### config.mk
export PLATFORM = sky130hd
export DESIGN_NAME = control_sequencer
export DESIGN_NICKNAME = d
export VERILOG_FILES = /design/src/rtl/control_sequencer.sv
export SDC_FILE = /design/constraint.sdc
export NUM_CORES = 1
export LEC_CHECK = 0
export ABC_AREA = 1
export ABC_CLOCK_PERIOD_IN_PS = 1500
export CORE_MARGIN = 4
export CORE_UTILIZATION = 30
export CTS_BUF_LIST = sky130_fd_sc_hd__clkbuf_4
export DETAILED_ROUTE_END_ITERATION = 6
export GPL_ROUTABILITY_DRIVEN = 0
export GPL_TIMING_DRIVEN = 0
export PLACE_DENSITY = 0.58
export SKIP_CTS_REPAIR_TIMING = 1
export SKIP_LAST_GASP = 1
export SLEW_MARGIN = 20
export SYNTH_ARGS = -nofsm -noshare
export SYNTH_HDL_FRONTEND = slang
export SYNTH_SLANG_ARGS = --single-unit
export TNS_END_PERCENT = 20
### constraint.sdc
create_clock -name clk -period 1.5 [get_ports clk]
set_input_delay 0.225 -clock clk [delete_from_list [all_inputs] [get_ports clk]]
set_output_delay 0.225 -clock clk [all_outputs]
set_load 0.01 [all_outputs]
### src/rtl/control_sequencer.sv
// Fetch/execute control sequencer: latches an instruction word, then issues
// one cycle of registered PC/register/ALU strobes, with single-step and halt.
module control_sequencer (
    input  logic        clk,
    input  logic        rst,
    input  logic        start,
    input  logic        step_mode,
    input  logic        step,
    input  logic [6:0]  opcode,
    input  logic        alu_zero,
    input  logic        alu_neg,
    output logic        pc_inc,
    output logic        pc_load,
    output logic        la,
    output logic        lb,
    output logic [2:0]  alu_s,
    output logic        sb_lit,
    output logic [2:0]  state,
    output logic        halted,
    output logic [15:0] instr_count
);

    typedef enum logic [2:0] {
        ST_IDLE  = 3'd0,
        ST_FETCH = 3'd1,
        ST_EXEC  = 3'd2,
        ST_PAUSE = 3'd3,
        ST_HALT  = 3'd4
    } state_t;

    localparam logic [2:0] CLS_LA   = 3'd0;
    localparam logic [2:0] CLS_LB   = 3'd1;
    localparam logic [2:0] CLS_JMP  = 3'd2;
    localparam logic [2:0] CLS_JEQ  = 3'd3;
    localparam logic [2:0] CLS_JLT  = 3'd4;
    localparam logic [2:0] CLS_NOP5 = 3'd5;
    localparam logic [2:0] CLS_NOP6 = 3'd6;
    localparam logic [2:0] CLS_HALT = 3'd7;

    state_t      state_r;
    logic [6:0]  ir_r;
    logic        z_r;
    logic        n_r;
    logic [3:0]  unused_ir_s;

    // Strobe vector {pc_inc, pc_load, la, lb, alu_s[2:0], sb_lit} for one word.
    function automatic logic [7:0] decode_strobes(input logic [6:0] word,
                                                  input logic       z,
                                                  input logic       n);
        logic inc_v;
        logic load_v;
        logic la_v;
        logic lb_v;
        inc_v  = 1'b0;
        load_v = 1'b0;
        la_v   = 1'b0;
        lb_v   = 1'b0;
        case (word[6:4])
            CLS_LA:   begin la_v = 1'b1; inc_v = 1'b1; end
            CLS_LB:   begin lb_v = 1'b1; inc_v = 1'b1; end
            CLS_JMP:  load_v = 1'b1;
            CLS_JEQ:  begin load_v = z; inc_v = ~z; end
            CLS_JLT:  begin load_v = n; inc_v = ~n; end
            CLS_NOP5: inc_v = 1'b1;
            CLS_NOP6: inc_v = 1'b1;
            CLS_HALT: inc_v = 1'b0;
            default:  inc_v = 1'b0;
        endcase
        return {inc_v, load_v, la_v, lb_v, word[3:1], word[0]};
    endfunction

    assign state       = state_r;
    // Only the class field drives sequencing; the operand bits reach the
    // outputs through the strobes registered at the fetch edge.
    assign unused_ir_s = ir_r[3:0];

    // Sequencer state, instruction register, flags, retire count and strobes.
    always_ff @(posedge clk) begin
        if (rst) begin
            state_r     <= ST_IDLE;
            ir_r        <= 7'd0;
            z_r         <= 1'b0;
            n_r         <= 1'b0;
            instr_count <= 16'd0;
            pc_inc      <= 1'b0;
            pc_load     <= 1'b0;
            la          <= 1'b0;
            lb          <= 1'b0;
            alu_s       <= 3'd0;
            sb_lit      <= 1'b0;
            halted      <= 1'b0;
        end else begin
            pc_inc  <= 1'b0;
            pc_load <= 1'b0;
            la      <= 1'b0;
            lb      <= 1'b0;
            alu_s   <= 3'd0;
            sb_lit  <= 1'b0;
            halted  <= 1'b0;
            case (state_r)
                ST_IDLE: begin
                    if (start) begin
                        state_r <= ST_FETCH;
                    end else begin
                        state_r <= ST_IDLE;
                    end
                end
                ST_FETCH: begin
                    // EXEC strobes are registered from the very word latched
                    // into ir, so later opcode changes cannot reach them.
                    ir_r <= opcode;
                    {pc_inc, pc_load, la, lb, alu_s, sb_lit} <= decode_strobes(opcode, z_r, n_r);
                    state_r <= ST_EXEC;
                end
                ST_EXEC: begin
                    instr_count <= instr_count + 16'd1;
                    if (ir_r[6:4] == CLS_LA || ir_r[6:4] == CLS_LB) begin
                        z_r <= alu_zero;
                        n_r <= alu_neg;
                    end else begin
                        z_r <= z_r;
                        n_r <= n_r;
                    end
                    if (ir_r[6:4] == CLS_HALT) begin
                        state_r <= ST_HALT;
                        halted  <= 1'b1;
                    end else if (step_mode) begin
                        state_r <= ST_PAUSE;
                    end else begin
                        state_r <= ST_FETCH;
                    end
                end
                ST_PAUSE: begin
                    if (step) begin
                        state_r <= ST_FETCH;
                    end else begin
                        state_r <= ST_PAUSE;
                    end
                end
                ST_HALT: begin
                    state_r <= ST_HALT;
                    halted  <= 1'b1;
                end
                default: begin
                    state_r <= ST_IDLE;
                end
            endcase
        end
    end

endmodule

==> impl_metrics.py <==
metrics = {
    "outcome": {
        "run_status": "complete, but fails checks",
        "violations": "setup timing",
    },
    "worst_setup_path": {
        "crit_path_max_incr_delay_ns": 0.56,
        "critPathKind": "flop to output pin",
        "crit_chain": "clkdlybuf4s50_1",
        "crit_fanout": 5,
        "cp_num_buf_inv": 1,
        "cp-start-kind": "flop",
        "crit_slowest_cell": "clkdlybuf4s50_1",
        "worst_setup_path_end_kind": "output pin",
        "critical_path.top_delay_family": "buffers and inverters",
        "required_ns": 1.27,
        "arrival_ns": 1.32,
    },
    "sta": {
        "fmax_mhz": 647,
        "setup_violations": 11,
        "whs_ns": 0.390,
        "grt_setup_unrepaired": "yes",
        "maxSlewHeadroom_pct": 79.3,
        "tightest_slew_ns": 0.310,
        "final.period_utilization_pct": 103,
        "skew_ns": 0.00345,
        "min_period_ns": 1.55,
        "drv_slew": 0,
        "layout_setup_ws_ns": -0.0461,
        "hold_viol": 0,
    },
    "synthesis": {
        "synthTopCellsByArea": "dfxtp_1 (46%), nand2_1 (9.7%), nor2_1 (9.7%), inv_1 (9.5%), a21oi_1 (4.6%)",
        "muxShareOfSynthArea_pct": 0,
        "synth_edf_count": 0,
        "yosysUniqueCellTypes": 20,
        "syn_avg_cell_area_sq_um": 7.10,
        "syn_nets": 216,
        "ys_warn_count": 0,
        "netlist_area_sq_mm": 0.00143,
        "synth_fa_ha_area_share_pct": 0.876,
        "ys_seq_area_share_pct": 46.3,
        "yosys.area_share.simple_pct": 31.8,
        "synth_top_family_by_area": "simple AND/OR/NAND/NOR gates",
        "synth_flop_cell": "dfxtp_1",
        "synthTopCellsByCount": "nand2_1 (37), nor2_1 (37), inv_1 (36)",
        "synth-xor-area-share_pct": 0.613,
        "syn_inst": 201,
        "synth_compound_area_share_pct": 10.3,
        "ys_async_sr_fraction_pct": 0,
        "synth_largest_area_cell": "dfxtp_1",
        "ys_ff_latch": 33,
        "synth_top_area_share_pct": 46.3,
    },
    "place": {
        "hpwl_mm": 2.28,
        "dp_cells": 294,
        "numPortBuffers": 41,
    },
    "cts": {
        "tritoncts": "done",
        "cts.htree.levels": 2,
        "clk_latency_ns": 0.34,
        "cts_root_buffer": "clkbuf_4",
        "cts_buffers": 5,
        "path_clk_slew_ns": 0.11,
        "clk_path_buf_depth": 2,
        "cts.sinks": 33,
    },
    "job": {
        "drv_cap": 0,
    },
    "routing": {
        "detail-route-antenna-nets": 0,
        "drtPass1Iterations": 4,
        "vias_per_cell": 4.48,
        "wl_per_cell_microns": 10.2,
        "drt-total-wl_mm": 3.08,
        "dr.first_iter.drc_count": 55,
        "drc": 0,
        "dr_total_vias": 1353,
    },
    "global_route": {
        "grt_use_total_pct": 11.6,
        "antenna_found_initial": 0,
        "grt_overflow": 0,
        "grt_pass1_vias": 1242,
        "grt_max_degree": 13,
        "grt_pass1_wl_mm": 5.57,
    },
    "floorplanning": {
        "design.core.area_sq_mm": 0.00447,
        "fp.dieW_microns": 77.0,
        "io_pins": 42,
        "rows": 24,
        "start_util_pct": 31.9,
        "die_h_microns": 77.0,
        "die_area_sq_mm": 0.00593,
    },
    "power": {
        "power.density_mw_per_mm2": 889,
        "leakage_uw": 0.000883,
        "p_sw_uw": 437,
        "p_clk_share_pct": 37.8,
        "comb_power_share_pct": 10.4,
        "power_frac_seq_pct": 51.8,
        "power.share.switching_pct": 24.5,
        "vdd_drop_max_uv": 618,
        "p_int_uw": 1350,
    },
    "cells_and_area": {
        "nets": 264,
        "antenna_cells": 0,
        "area_growth_pct": 40.5,
        "drive_gt1_share_pct": 7.60,
        "final_cell_count_no_fill": 302,
        "filler_cell_count": 486,
    },
    "worst_hold_path": {
        "min_path_type": "input pin to flop",
    },
}
[layout make-up]
class | instances | area, sq um | share of cell area [%]
Sequential cell | 33 | 669 | 33.4
Multi-Input combinational cell | 130 | 622 | 31.0
Timing Repair Buffer | 41 | 420 | 21.0
Inverter | 36 | 135 | 6.74
Tap cell | 52 | 65.1 | 3.24
Clock inverter | 3 | 46.3 | 2.31
Clock buffer | 5 | 37.5 | 1.87
Buffer | 2 | 10.0 | 0.499
[path summary, 6_finish.rpt]
check / startpoint / endpoint / slack (ns) / depth (start not counted)
hold / removal: opcode[2] / alu_s[1]$_SDFF_PP0_ / 0.39 / 3
setup reg to reg: state[2]$_SDFF_PP0_ / instr_count[13]$_SDFFE_PP0P_ / 0.17 / 6
setup / recovery: instr_count[12]$_SDFFE_PP0P_ / instr_count[12] / -0.05 / 1
hold reg to reg: z_r$_SDFFE_PP0P_ / z_r$_SDFFE_PP0P_ / 0.47 / 2
[through the flow]
stage	setup WS [ns]	total power, uW	util, %	area [sq um]	TNS [ns]
floorplan	0.252	1040	-	1430	0
global placement	0.136	1130	42.5	1900	0
detailed placement	0.133	1130	42.5	1900	0
CTS	-0.177	1810	44.4	1990	-1.06
global route	-0.125	1890	44.8	2010	-1.35
finish	-0.0461	1780	44.8	2010	-0.280
[power groups by stage]
| stage | Clock (uW) | Sequential [uW] | Combinational (uW) |
|---|---|---|---|
| finish | 674 | 924 | 185 |
| global route | 748 | 929 | 211 |
| CTS | 701 | 926 | 187 |
| detailed placement | 0 | 945 | 186 |
| global placement | 0 | 946 | 185 |
| floorplan | 0 | 951 | 88.2 |
[state kept, by name, indices dropped and copies added, names as in the netlist]
| register | cells |
|---|---|
| lb | 1 |
| z_r | 1 |
| state | 3 |
| pc_inc | 1 |
| alu_s | 3 |
| instr_count | 16 |
| halted | 1 |
| sb_lit | 1 |
| ir_r | 3 |
| la | 1 |
| n_r | 1 |
| pc_load | 1 |
[logic make-up after synthesis]
logic type,count (synthesis)
simple gates,100
buf+inv,38
fa+ha+maj,1
flops,33
xor+xnor,1
compound gates,28
[layer usage]
metal / share of wire (%) / global-route usage [%] / vias to the layer above
met3: 6.5 / 4.80 / 7
met5: 0 / 0 / -
met1: 51 / 14.6 / 582
li1: - / - / 735
met4: 2.1 / 5.34 / 0
met2: 40 / 17.2 / 29
[cell usage in the layout (no fill, tap or decap), types with 5 or more instances in the layout]
master           instances
nand2_1                 37
nor2_1                  37
clkdlybuf4s50_1         37
inv_1                   36
dfxtp_1                 28
nand3_1                 13
a21oi_1                 13
o21ai_0                 11
nand4_1                  6
clkbuf_4                 5
(Power assumes the default switching activity.)
